$ cat config.mk
export PLATFORM = sky130hd
export DESIGN_NAME = gyro_spi_reader
export DESIGN_NICKNAME = d
export VERILOG_FILES = /design/src/rtl/gyro_spi_reader.sv
export SDC_FILE = /design/constraint.sdc
export NUM_CORES = 1
export LEC_CHECK = 0
export ABC_AREA = 1
export CAP_MARGIN = 20
export CORE_UTILIZATION = 40
export DETAILED_ROUTE_END_ITERATION = 8
export MAX_ROUTING_LAYER = met4
export SLEW_MARGIN = 20
export SYNTH_ARGS = -nofsm -noshare
export SYNTH_HDL_FRONTEND = slang
export SYNTH_SLANG_ARGS = --single-unit
$ cat constraint.sdc
create_clock -name clk -period 2.2 [get_ports clk]
set_clock_uncertainty 0.15 [all_clocks]
set_input_delay 0.44 -clock clk [delete_from_list [all_inputs] [get_ports clk]]
set_output_delay 0.44 -clock clk [all_outputs]
set_load 0.01 [all_outputs]
$ cat src/rtl/gyro_spi_reader.sv
// gyro_spi_reader: SPI mode-3 master that writes CTRL_REG1 once, then periodically burst-reads X/Y/Z rates.
module gyro_spi_reader #(
  parameter int         CLK_DIV       = 2,
  parameter int         SAMPLE_PERIOD = 100,
  parameter logic [7:0] CTRL1_VAL     = 8'h0F
) (
  input  logic        clk,
  input  logic        reset,
  output logic        sclk,
  output logic        cs_n,
  output logic        mosi,
  input  logic        miso,
  output logic [15:0] angular_rate_x,
  output logic [15:0] angular_rate_y,
  output logic [15:0] angular_rate_z,
  output logic        sample_valid,
  output logic        init_done
);
  typedef enum logic [1:0] {INIT, XFER, GAP} state_t;
  state_t      state_q, state_d;
  logic        sclk_q, sclk_d, cs_n_q, cs_n_d, rd_q, rd_d;
  logic        valid_q, valid_d, done_q, done_d;
  logic [5:0]  bit_cnt_q, bit_cnt_d;
  logic [7:0]  div_cnt_q, div_cnt_d;
  logic [15:0] gap_cnt_q, gap_cnt_d;
  logic [15:0] x_q, x_d, y_q, y_d, z_q, z_d;
  logic [47:0] sin_q, sin_d;
  logic [55:0] sout_q, sout_d;
  logic        start, tick;
  assign start = state_q == INIT || (state_q == GAP && gap_cnt_q == 16'(SAMPLE_PERIOD));
  assign tick  = div_cnt_q == 8'(CLK_DIV - 1);
  always_comb begin
    state_d   = state_q;
    sclk_d    = sclk_q;
    cs_n_d    = cs_n_q;
    rd_d      = rd_q;
    valid_d   = 1'b0;
    done_d    = done_q;
    bit_cnt_d = bit_cnt_q;
    div_cnt_d = div_cnt_q;
    gap_cnt_d = gap_cnt_q;
    x_d       = x_q;
    y_d       = y_q;
    z_d       = z_q;
    sin_d     = sin_q;
    sout_d    = sout_q;
    if (start) begin
      state_d   = XFER;
      cs_n_d    = 1'b0;
      sclk_d    = 1'b1;
      div_cnt_d = 8'd0;
      rd_d      = state_q == GAP;
      bit_cnt_d = rd_d ? 6'd56 : 6'd16;
      sout_d    = rd_d ? {8'hE8, 48'd0} : {8'h20, CTRL1_VAL, 40'd0};
    end else if (state_q == GAP) begin
      gap_cnt_d = gap_cnt_q + 16'd1;
    end else if (state_q == XFER) begin
      div_cnt_d = tick ? 8'd0 : div_cnt_q + 8'd1;
      if (tick && !sclk_q) begin
        sclk_d    = 1'b1;
        bit_cnt_d = bit_cnt_q - 6'd1;
        sin_d     = {sin_q[46:0], miso};
      end else if (tick && bit_cnt_q == 6'd0) begin
        state_d   = GAP;
        cs_n_d    = 1'b1;
        sout_d    = 56'd0;
        gap_cnt_d = 16'd0;
        valid_d   = rd_q;
        done_d    = 1'b1;
        x_d       = rd_q ? {sin_q[39:32], sin_q[47:40]} : x_q;
        y_d       = rd_q ? {sin_q[23:16], sin_q[31:24]} : y_q;
        z_d       = rd_q ? {sin_q[7:0], sin_q[15:8]} : z_q;
      end else if (tick) begin
        sclk_d = 1'b0;
        // the first falling edge only ends the lead-in; the MSB is already on mosi
        sout_d = (bit_cnt_q != (rd_q ? 6'd56 : 6'd16)) ? sout_q << 1 : sout_q;
      end
    end
  end
  always_ff @(posedge clk or negedge reset) begin
    if (!reset) begin
      state_q   <= INIT;
      sclk_q    <= 1'b1;
      cs_n_q    <= 1'b1;
      rd_q      <= 1'b0;
      valid_q   <= 1'b0;
      done_q    <= 1'b0;
      bit_cnt_q <= 6'd0;
      div_cnt_q <= 8'd0;
      gap_cnt_q <= 16'd0;
      x_q       <= 16'd0;
      y_q       <= 16'd0;
      z_q       <= 16'd0;
      sin_q     <= 48'd0;
      sout_q    <= 56'd0;
    end else begin
      state_q   <= state_d;
      sclk_q    <= sclk_d;
      cs_n_q    <= cs_n_d;
      rd_q      <= rd_d;
      valid_q   <= valid_d;
      done_q    <= done_d;
      bit_cnt_q <= bit_cnt_d;
      div_cnt_q <= div_cnt_d;
      gap_cnt_q <= gap_cnt_d;
      x_q       <= x_d;
      y_q       <= y_d;
      z_q       <= z_d;
      sin_q     <= sin_d;
      sout_q    <= sout_d;
    end
  end
  assign sclk           = sclk_q;
  assign cs_n           = cs_n_q;
  assign mosi           = sout_q[55];
  assign angular_rate_x = x_q;
  assign angular_rate_y = y_q;
  assign angular_rate_z = z_q;
  assign sample_valid   = valid_q;
  assign init_done      = done_q;
endmodule
* Word level (Yosys, flattened, before mapping)
Index checks and enable logic that the tools add are counted.
** Cells by class
- Add/subtract/negate cells :: 3
- Equal/unequal tests :: 9
- Multiplexer cells :: 43
- Bitwise logic cells :: 3
- Reduce and logical (&&, ||, !) cells :: 24
** Operators by type and width (count)
- 56-bit two-way mux :: 8
- 16-bit two-way mux :: 4
- 6-bit two-way mux :: 6
- 8-bit two-way mux :: 4
- 16-bit by 1-bit adder with 16-bit output, second input constant :: 1
- 16-bit by 7-bit equality test with 1-bit output, second input constant :: 1
- 1-bit two-way mux :: 16
- 4-bit AND reduction :: 4
- 2-bit two-way mux :: 5
- 5-bit AND reduction :: 2
- 2-bit nonzero test :: 5
- 3-bit nonzero test :: 3
- 8-bit by 1-bit adder with 8-bit output, second input constant :: 1
- 8-bit by 1-bit equality test with 1-bit output, second input constant :: 1
- 6-bit zero test :: 1
- 2-bit inequality test, second input constant :: 3
- 6-bit inequality test :: 1
- 6-bit AND reduction :: 1
- 6-bit by 1-bit subtractor with 6-bit output, second input constant :: 1
- 1-bit logical AND :: 3
- 3-bit inequality test, second input constant :: 1
- 1-bit NOT :: 3
- 3-bit AND reduction :: 1
- 2-bit by 1-bit equality test with 1-bit output, second input constant :: 1
- other kinds (5) :: 5
** Storage, ports and cells
- Register bits :: 189
- Input port bits :: 3
- Output and inout port bits :: 53
- Logic and storage cells :: 96

* Depth between registers and ports, before layout
Gate-level depths: netlist (run 1).
- Word-level depth :: 9
- Mapped depth :: 14
- Mapped depth without buffers :: 13

* Least setup slack after synthesis (run 1)
OpenSTA, ideal clock, no wires.
- Path type :: register to register
- Start :: register state_q[0]
- End :: register sout_q[45]
- Arrival :: 1.810 ns
- Required time :: 1.933 ns
- Path slack :: 0.123 ns
- Stages on the path, launching flop included :: 10
- Buffers on the path :: 1
- Cell sequence :: dfrtp_1 -> inv_1 -> ha_1 -> inv_2 -> nand2_1 -> o31ai_2 -> nand2_2 -> buf_2 -> nand2_1 -> nand2_1
** Between the ends
- Cells in the longest elaborated chain, start to end :: 5
** RTL lines
- start, declared :: line 20 : state_t state_q, state_d;
- start signal, assigned :: line 97 : state_q <= state_d;
- 2-bit equality test :: line 30, 55
- 1-bit logical AND :: line 30 : assign start = state_q == INIT || (state_q == GAP && gap_cnt_q == 16'(SAMPLE_PERIOD));
- 1-bit logical OR :: line 30
- 2-bit inequality test (no source line), or another cell as far along
- 5-bit AND reduction (no source line)
- end signal, assigned :: line 110 : sout_q <= sout_d;
- end, declared :: line 28 : logic [55:0] sout_q, sout_d;
Parallel ways exist; a longest one is shown, timed or not.
A chain may end at the register's enable or synchronous reset.

* Worst setup path after layout (run 1)
- Start :: register sclk_q, in the netlist sclk
- End :: output sclk
** RTL lines
- start, declared :: line 21 : logic sclk_q, sclk_d, cs_n_q, cs_n_d, rd_q, rd_d;
- start signal, assigned :: line 98 : sclk_q <= sclk_d;
- end, declared :: line 9 : output logic sclk,
No word-level cell between the ends.

==> impl_results.md, run 1 <==
- P&R area growth vs syn: 25.3%
- Max Slew Vio Count: 0
- Synth area leaders: dfrtp_1 (54%), nand2_1 (18%), nand3_1 (6.3%), o21ai_0 (5.0%), nor2_1 (2.9%)
- Synth area leader: dfrtp_1
- Final setup violation count: 0
- Largest net degree at the start of global routing: about 70
- Layout cells sized above 1: approximately 10%
- Final worst path period need: 2.09 ns
- Number of remaining DRC errors: 0
- CP max-delay cell: dfstp_2
- CTS buffer count: 17
- Core Box Area: 16700 um2
- First-pass DRT Iterations: 5
- Slew HR: about two thirds
- Die H: 133 um
- LEAKAGE: 0.00439 uW
- Max cap viols: 0
- CP Data Arrival Time: 1.50 ns
- Port bufs: 55
- Commonest cells after routing, fill and taps aside: nand2_1 (326), dfrtp_1 (147), nand3_1 (86)
- Yosys reg bits: 149
- Grt total ovfl: 0
- Clk sinks: 149
- First-pass GRT wire length: 26.2 mm
- HP Class: input pin to async pin
- Worst-margin pin slew: about 0.53 ns
- GRT Total Usage: 19.3%
- Fin nets: between 900 and 1000
- Drt initial violations: ~500
- Yosys warns: 0
- Row count: 47
- Cell Area, Synth: 6870 um2
- Critical path's top delay family: flip-flops
- Seq/Total Area, Yosys: between 50% and 60%
- Initial antenna violation count: 0
- Worst Path Required: 1.61 ns
- Kind of critical path: register to output port
- TritonCTS clock tree: done
- Vias in the first global route: 5318
- Mean area per synthesized cell: 8.25 um2
- Via density: slightly below 5
- Cells along the critical path: clkdlybuf4s50_1
- # diodes: 0
- Final hold vios: 0
- Buffers & Inverters on Critical Path: 1
- I/O pin cnt: 56
- Clock transition at path regs: 0.06 ns
- Yosys top cell area share: 53.6%
- Routed via count: 5588
- Placed wire-length estimate: around 9.7 mm
- Clock Tree Root: clkbuf_16
- Power Dens Cells: 719 nW/um2
- Maximum root-to-sink buffer count: 2
- Clk_lat worst skew: 0.43 ns
- VDD IR-drop max: 0.584 mV
- H-tree levels: 4
- Post-route total power: between 6000 and 7000 uW
- Die X: 133 um
- Largest stage delay, worst path: 0.54 ns
- Cells after Synth: 832
- Tcrit/Tclk final: 95.2%
- CP max FO: 3
- Final hold slack: 0.268 ns
- Mapped Nets: 846
- Die ar.: 17700 um2
- Wire length per cell: 13.9 um
- Max Clk Rate: about 480 MHz
- Setup crit start kind: register
- Setup crit end kind: output port
- Most common cell after layout, fill and taps aside: nand2_1
- Final ANT Viol Nets: 0
- Status: completed
- Routability cong.: approximately 0.88
- Wirelength, routed: 15.8 mm
- Synth cell types: 33
- Initial Util: 41.1%
-- Yosys cell counts (all sizes together) --
master / number
a31oi: 1
o21ai: 68
xor2: 15
ha: 11
a21oi: 6
nor2: 59
dfstp: 2
nand4: 10
dfrtp: 147
o22ai: 4
o211ai: 2
inv: 38
buf: 13
mux2i: 1
nand3: 87
o31ai: 1
nand3b: 1
clkbuf: 26
nand2: 332
a31o: 1
o21bai: 3
nor3: 4
-- routing by layer --
layer,up-vias,GRT usage [%],wire (um)
li1,2820,-,-
met1,2657,27.1,7930
met2,90,27.6,7110
met3,21,3.87,484
met4,0,7.02,231
met5,-,-,0
-- logic make-up after synthesis --
family	Yosys count	share of synthesized area, %
mux	1	0.146
buf+inv	77	4.79
flops	149	54.3
fa+ha+maj	11	2.00
simple gates	493	30.1
xor+xnor	15	1.91
compound gates	86	6.71
-- flip-flops by register name (all words and copies together), names as in the netlist --
signal	cells
angular_rate_x	16
angular_rate_y	16
angular_rate_z	16
bit_cnt_q	6
cs_n	1
div_cnt_q	8
gap_cnt_q	16
init_done	1
rd_q	1
sample_valid	1
sclk	1
sin_q	48
sout_q	16
state_q	2
-- through the flow --
step	setup WS, ns	cell area, um2	utilization [%]	TNS (ns)	instances
floorplan	0.123	6870	-	0	832
global placement	0.107	7800	46.7	0	1095
detailed placement	0.0600	7800	46.7	0	1095
CTS	0.0231	8490	50.8	0	1128
global route	-0.000827	8600	51.5	-0.000827	1134
finish	0.106	8600	51.5	0	1134
-- what timing repair did --
item / 4_1_cts / 5_1_grt
endpoints found under the hold margin: 51 / 0
setup buffers: 0 / 4
gates resized for setup: 0 / 32
hold buffers: 1 / 0
endpoints found under the setup margin: 0 / 140
-- final timing paths --
check / slack, ns / end / from / cells past startpoint
worst max-delay path: 0.11 / sclk / sclk / 1
worst min-delay path: 0.27 / angular_rate_y[5] / reset / 2
worst max register to register: 0.15 / angular_rate_y[0] / state_q[0] / 12
worst min register to register: 0.32 / cs_n / cs_n / 2
max in group asynchronous: 0.99 / div_cnt_q[1] / reset / 3
min in group clk: 0.32 / cs_n / cs_n / 2
-- cell type report --
class	instances	area, um2
inverter	38	143
tap	220	275
fill	1577	8100
timing repair buffer	89	940
clock buffer	20	457
sequential	149	3730
clock inverter	12	224
multi-input combinational	606	2830
-- report_power, final --
part | total (uW) | switching, uW | internal (uW)
registers | 2760 | 9.26 | 2750
logic | 76.3 | 59.1 | 17.2
clock network | 3350 | 1160 | 2190
total | 6190 | 1230 | 4960
Note: power is estimated with default switching activity, not from simulation.
==> run 2, diff against run 1 <==
--- a/config.mk
+++ b/config.mk
@@ -9,8 +9,8 @@
 export CAP_MARGIN = 20
 export CORE_UTILIZATION = 40
 export DETAILED_ROUTE_END_ITERATION = 8
+export GPL_TIMING_DRIVEN = 0
 export MAX_ROUTING_LAYER = met4
-export SLEW_MARGIN = 20
 export SYNTH_ARGS = -nofsm -noshare
 export SYNTH_HDL_FRONTEND = slang
 export SYNTH_SLANG_ARGS = --single-unit
==> constraint.sdc (replaced) <==
create_clock -name clk -period 2.6 [get_ports clk]
set_clock_uncertainty 0.15 [all_clocks]
set_input_delay 0.52 -clock clk [delete_from_list [all_inputs] [get_ports clk]]
set_output_delay 0.52 -clock clk [all_outputs]
set_load 0.01 [all_outputs]
==> run 2 against run 1 <==
  * The flow now finishes with violations (hold timing)
  * Sequential power fell by 15%
  * Non-clock buffer count rose by 5
  * Count of clock-buffer cells in the layout did not move
  * Worst hold slack got worse by 0.30 ns
  * Critical path depth rose by 9
  * Wire length fell by 0.57%
  * Global-route usage rose by 0.71 points
  * First-iteration DRC count fell by 29%
  * Cell count rose by 0.44%
  * Sequential cell count did not move
  * Critical endpoint is now sin_q[7]
==> impl_results.md, run 2 (same netlist as run 1, synthesis figures left out) <==
- TritonCTS clock tree: done (unchanged)
- Clk sinks: 149 (unchanged)
- Routed via count: 5641 (was 5588)
- Clk_lat worst skew: 0.43 ns (about the same)
- Psw: 1080 uW (was 1230 uW)
- Fin cells: 1139 (was 1134)
- CP max-delay cell: dfrtp_1 (was dfstp_2)
- Setup crit start kind: register (unchanged)
- Worst Path Required: 2.82 ns (was 1.61 ns)
- Area post-placement: 7720 um2 (was 7800 um2)
- Die X: 133 um (unchanged)
- Row count: 47 (unchanged)
- CP max FO: 10 (was 3)
- Number of remaining DRC errors: 0 (unchanged)
- Initial antenna violation count: 0 (unchanged)
- Tcrit/Tclk final: between 90% and 100%
- Die ar.: 17700 um2 (unchanged)
- Clock Tree Root: clkbuf_16 (unchanged)
- Status: finished with violations (was completed)
- Max cap viols: 0 (unchanged)
- Largest stage delay, worst path: 0.40 ns (was 0.54 ns)
- H-tree levels: 4 (unchanged)
- Reg power frac: 49.2% (was 44.6%)
- Most common cell after layout, fill and taps aside: nand2_1 (unchanged)
- Via density: 4.95 (was 4.93)
- Vias in the first global route: 5439 (was 5318)
- HP Class: input pin to async pin (unchanged)
- Max Slew Vio Count: 0 (unchanged)
- Drt initial violations: 347 (was 487)
- GRT Total Usage: 20.0% (was 19.3%)
- Maximum root-to-sink buffer count: 2 (unchanged)
- Post-route setup TNS: 0 ns (unchanged)
- VDD IR-drop max: 0.437 mV (was 0.584 mV)
- Number of flip-flops in the largest register: 48 (unchanged)
- Buffers & Inverters on Critical Path: 5 (was 1)
- Cells along the critical path: inv_1, ha_2, inv_4, nand2_1, inv_2, nand3_1, inv_2, clkbuf_1, nand3_1, nand2_1 (was clkdlybuf4s50_1)
- Worst Slack Setup Final: 0.235 ns (was 0.106 ns)
- Top layer in use: met4 (unchanged)
- Commonest cells after routing, fill and taps aside: nand2_1 (325), dfrtp_1 (147), nand3_1 (86) (was nand2_1 (326), dfrtp_1 (147), nand3_1 (86))
- Routability cong.: 0.875 (was 0.876)
- CTS buffer count: 17 (unchanged)
- Final setup violation count: 0 (unchanged)
- First-pass GRT wire length: 27.3 mm (was 26.2 mm)
- Kind of critical path: register to register (was register to output port)
- Layout cells sized above 1: 8.38% (was 9.96%)
- Final hold vios: 17 (was 0)
- Logic pwr share: 1.3% (was 1.2%)
- Clock transition at path regs: 0.07 ns (was 0.06 ns)
- Top reg by flops: sin_q (unchanged)
- LEAKAGE: 0.00424 uW (was 0.00439 uW)
- Die H: 133 um (unchanged)
- Setup crit end kind: register (was output port)
- Slew HR: 50.4% (was 64.8%)
- Routed met3 length: 439 um (was 484 um)
- Met2 wire len: 6.96 mm (was 7.11 mm)
- Wire length per cell: 13.7 um (was 13.9 um)
- Wirelength, routed: 15.7 mm (was 15.8 mm)
- Largest net degree at the start of global routing: 80 (was 71)
- Placed wire-length estimate: 10.6 mm (was 9.71 mm)
- RSZ-0062 raised after global routing: false
- Violated checks: hold timing
- Pre-CTS setup slack: 0.0287 ns (was 0.0600 ns)
- Fin area: 8310 um2 (was 8600 um2)
- Met1 WL: 8.09 mm (was 7.93 mm)
- # diodes: 0 (unchanged)
- Worst-margin pin slew: 0.745 ns (was 0.529 ns)
- Power Dens Cells: 571 nW/um2 (was 719 nW/um2)
- First-pass DRT Iterations: 5 (unchanged)
- Core Box Area: 16700 um2 (unchanged)
- Initial Util: 41.1% (unchanged)
- CP Data Arrival Time: 2.58 ns (was 1.50 ns)
- Grt total ovfl: 0 (unchanged)
- Sw Share: 22.7% (was 19.9%)
- Port bufs: 55 (unchanged)
- Placed insts: 1108 (was 1095)
- Critical path's top delay family: buffers and inverters (was flip-flops)
- Final worst path period need: 2.36 ns
- Power share of the clock group: 49.5% (was 54.1%)
- Power Internal: 3670 uW (was 4960 uW)
- Max Clk Rate: 423 MHz
- P&R area growth vs syn: 21.0% (was 25.3%)
- Final ANT Viol Nets: 0 (unchanged)
- Fin nets: 920 (was 915)
- Final hold slack: -0.0278 ns (was 0.268 ns)
- I/O pin cnt: 56 (unchanged)
run 2: cell count changes in the layout (fill, tap and decap cells not counted), sizes merged:
| cell | change |
|---|---|
| buf | -16 |
| inv | +3 |
| clkbuf | +22 |
| bufinv | -5 |
| clkinv | +2 |
| dlygate4sd3 | -1 |
run 2: repair_timing:
| item | CTS | global route |
|---|---|---|
| setup buffers | 0 | 0 |
| gates resized for setup | 0 | 23 |
| hold buffers | 0 | 0 |
| endpoints found under the setup margin | 0 | 95 |
run 2: area by class of cell:
type	instances	area (um2)
clock buffers	20	437
clock inverters	12	121
plain buffers	38	194
well taps	220	275
repair buffers	56	579
fillers	1644	8390
inverters	38	145
flip-flops and latches	149	3730
multi-input cells	606	2830
run 2: through the flow:
step	power [uW]	util (%)
finish	4750	49.8
global route	4910	49.8
CTS	4790	49.6
detailed placement	2440	46.2
global placement	2440	46.1
floorplan	2380	-
run 2: path summary, 6_finish.rpt:
check	cells past startpoint	start	slack, ns	endpoint
worst min register to register	2	cs_n	0.31	cs_n
max in group asynchronous	2	reset	1.47	sclk
worst min-delay path	1	reset	-0.03	angular_rate_y[11]
min in group clk	2	cs_n	0.31	cs_n
worst max register to register	10	state_q[0]	0.24	sin_q[7]
worst max-delay path	10	state_q[0]	0.24	sin_q[7]
run 2: worst register-to-register path, delay by kind of cell (launching register included):
| family | cells | cell delay, ns |
|---|---|---|
| and+or+nand+nor | 4 | 0.57 |
| adders and majority gates | 1 | 0.24 |
| buffers and inverters | 5 | 0.95 |
| DFF | 1 | 0.40 |
run 2: layer usage:
| metal | track usage, % | up-vias |
|---|---|---|
| met5 | - | - |
| met4 | 5.87 | 0 |
| met3 | 4.48 | 11 |
| met2 | 28.4 | 84 |
| met1 | 28.4 | 2722 |
| li1 | - | 2824 |
run 2: power groups by stage:
stage / registers [uW] / logic (uW) / clock network, uW
2_1_floorplan: 2380 / 6.82 / 0
3_3_place_gp: 2380 / 59.0 / 0
3_5_place_dp: 2380 / 65.2 / 0
4_1_cts: 2340 / 64.8 / 2390
5_1_grt: 2340 / 73.1 / 2500
6_report: 2340 / 60.5 / 2350
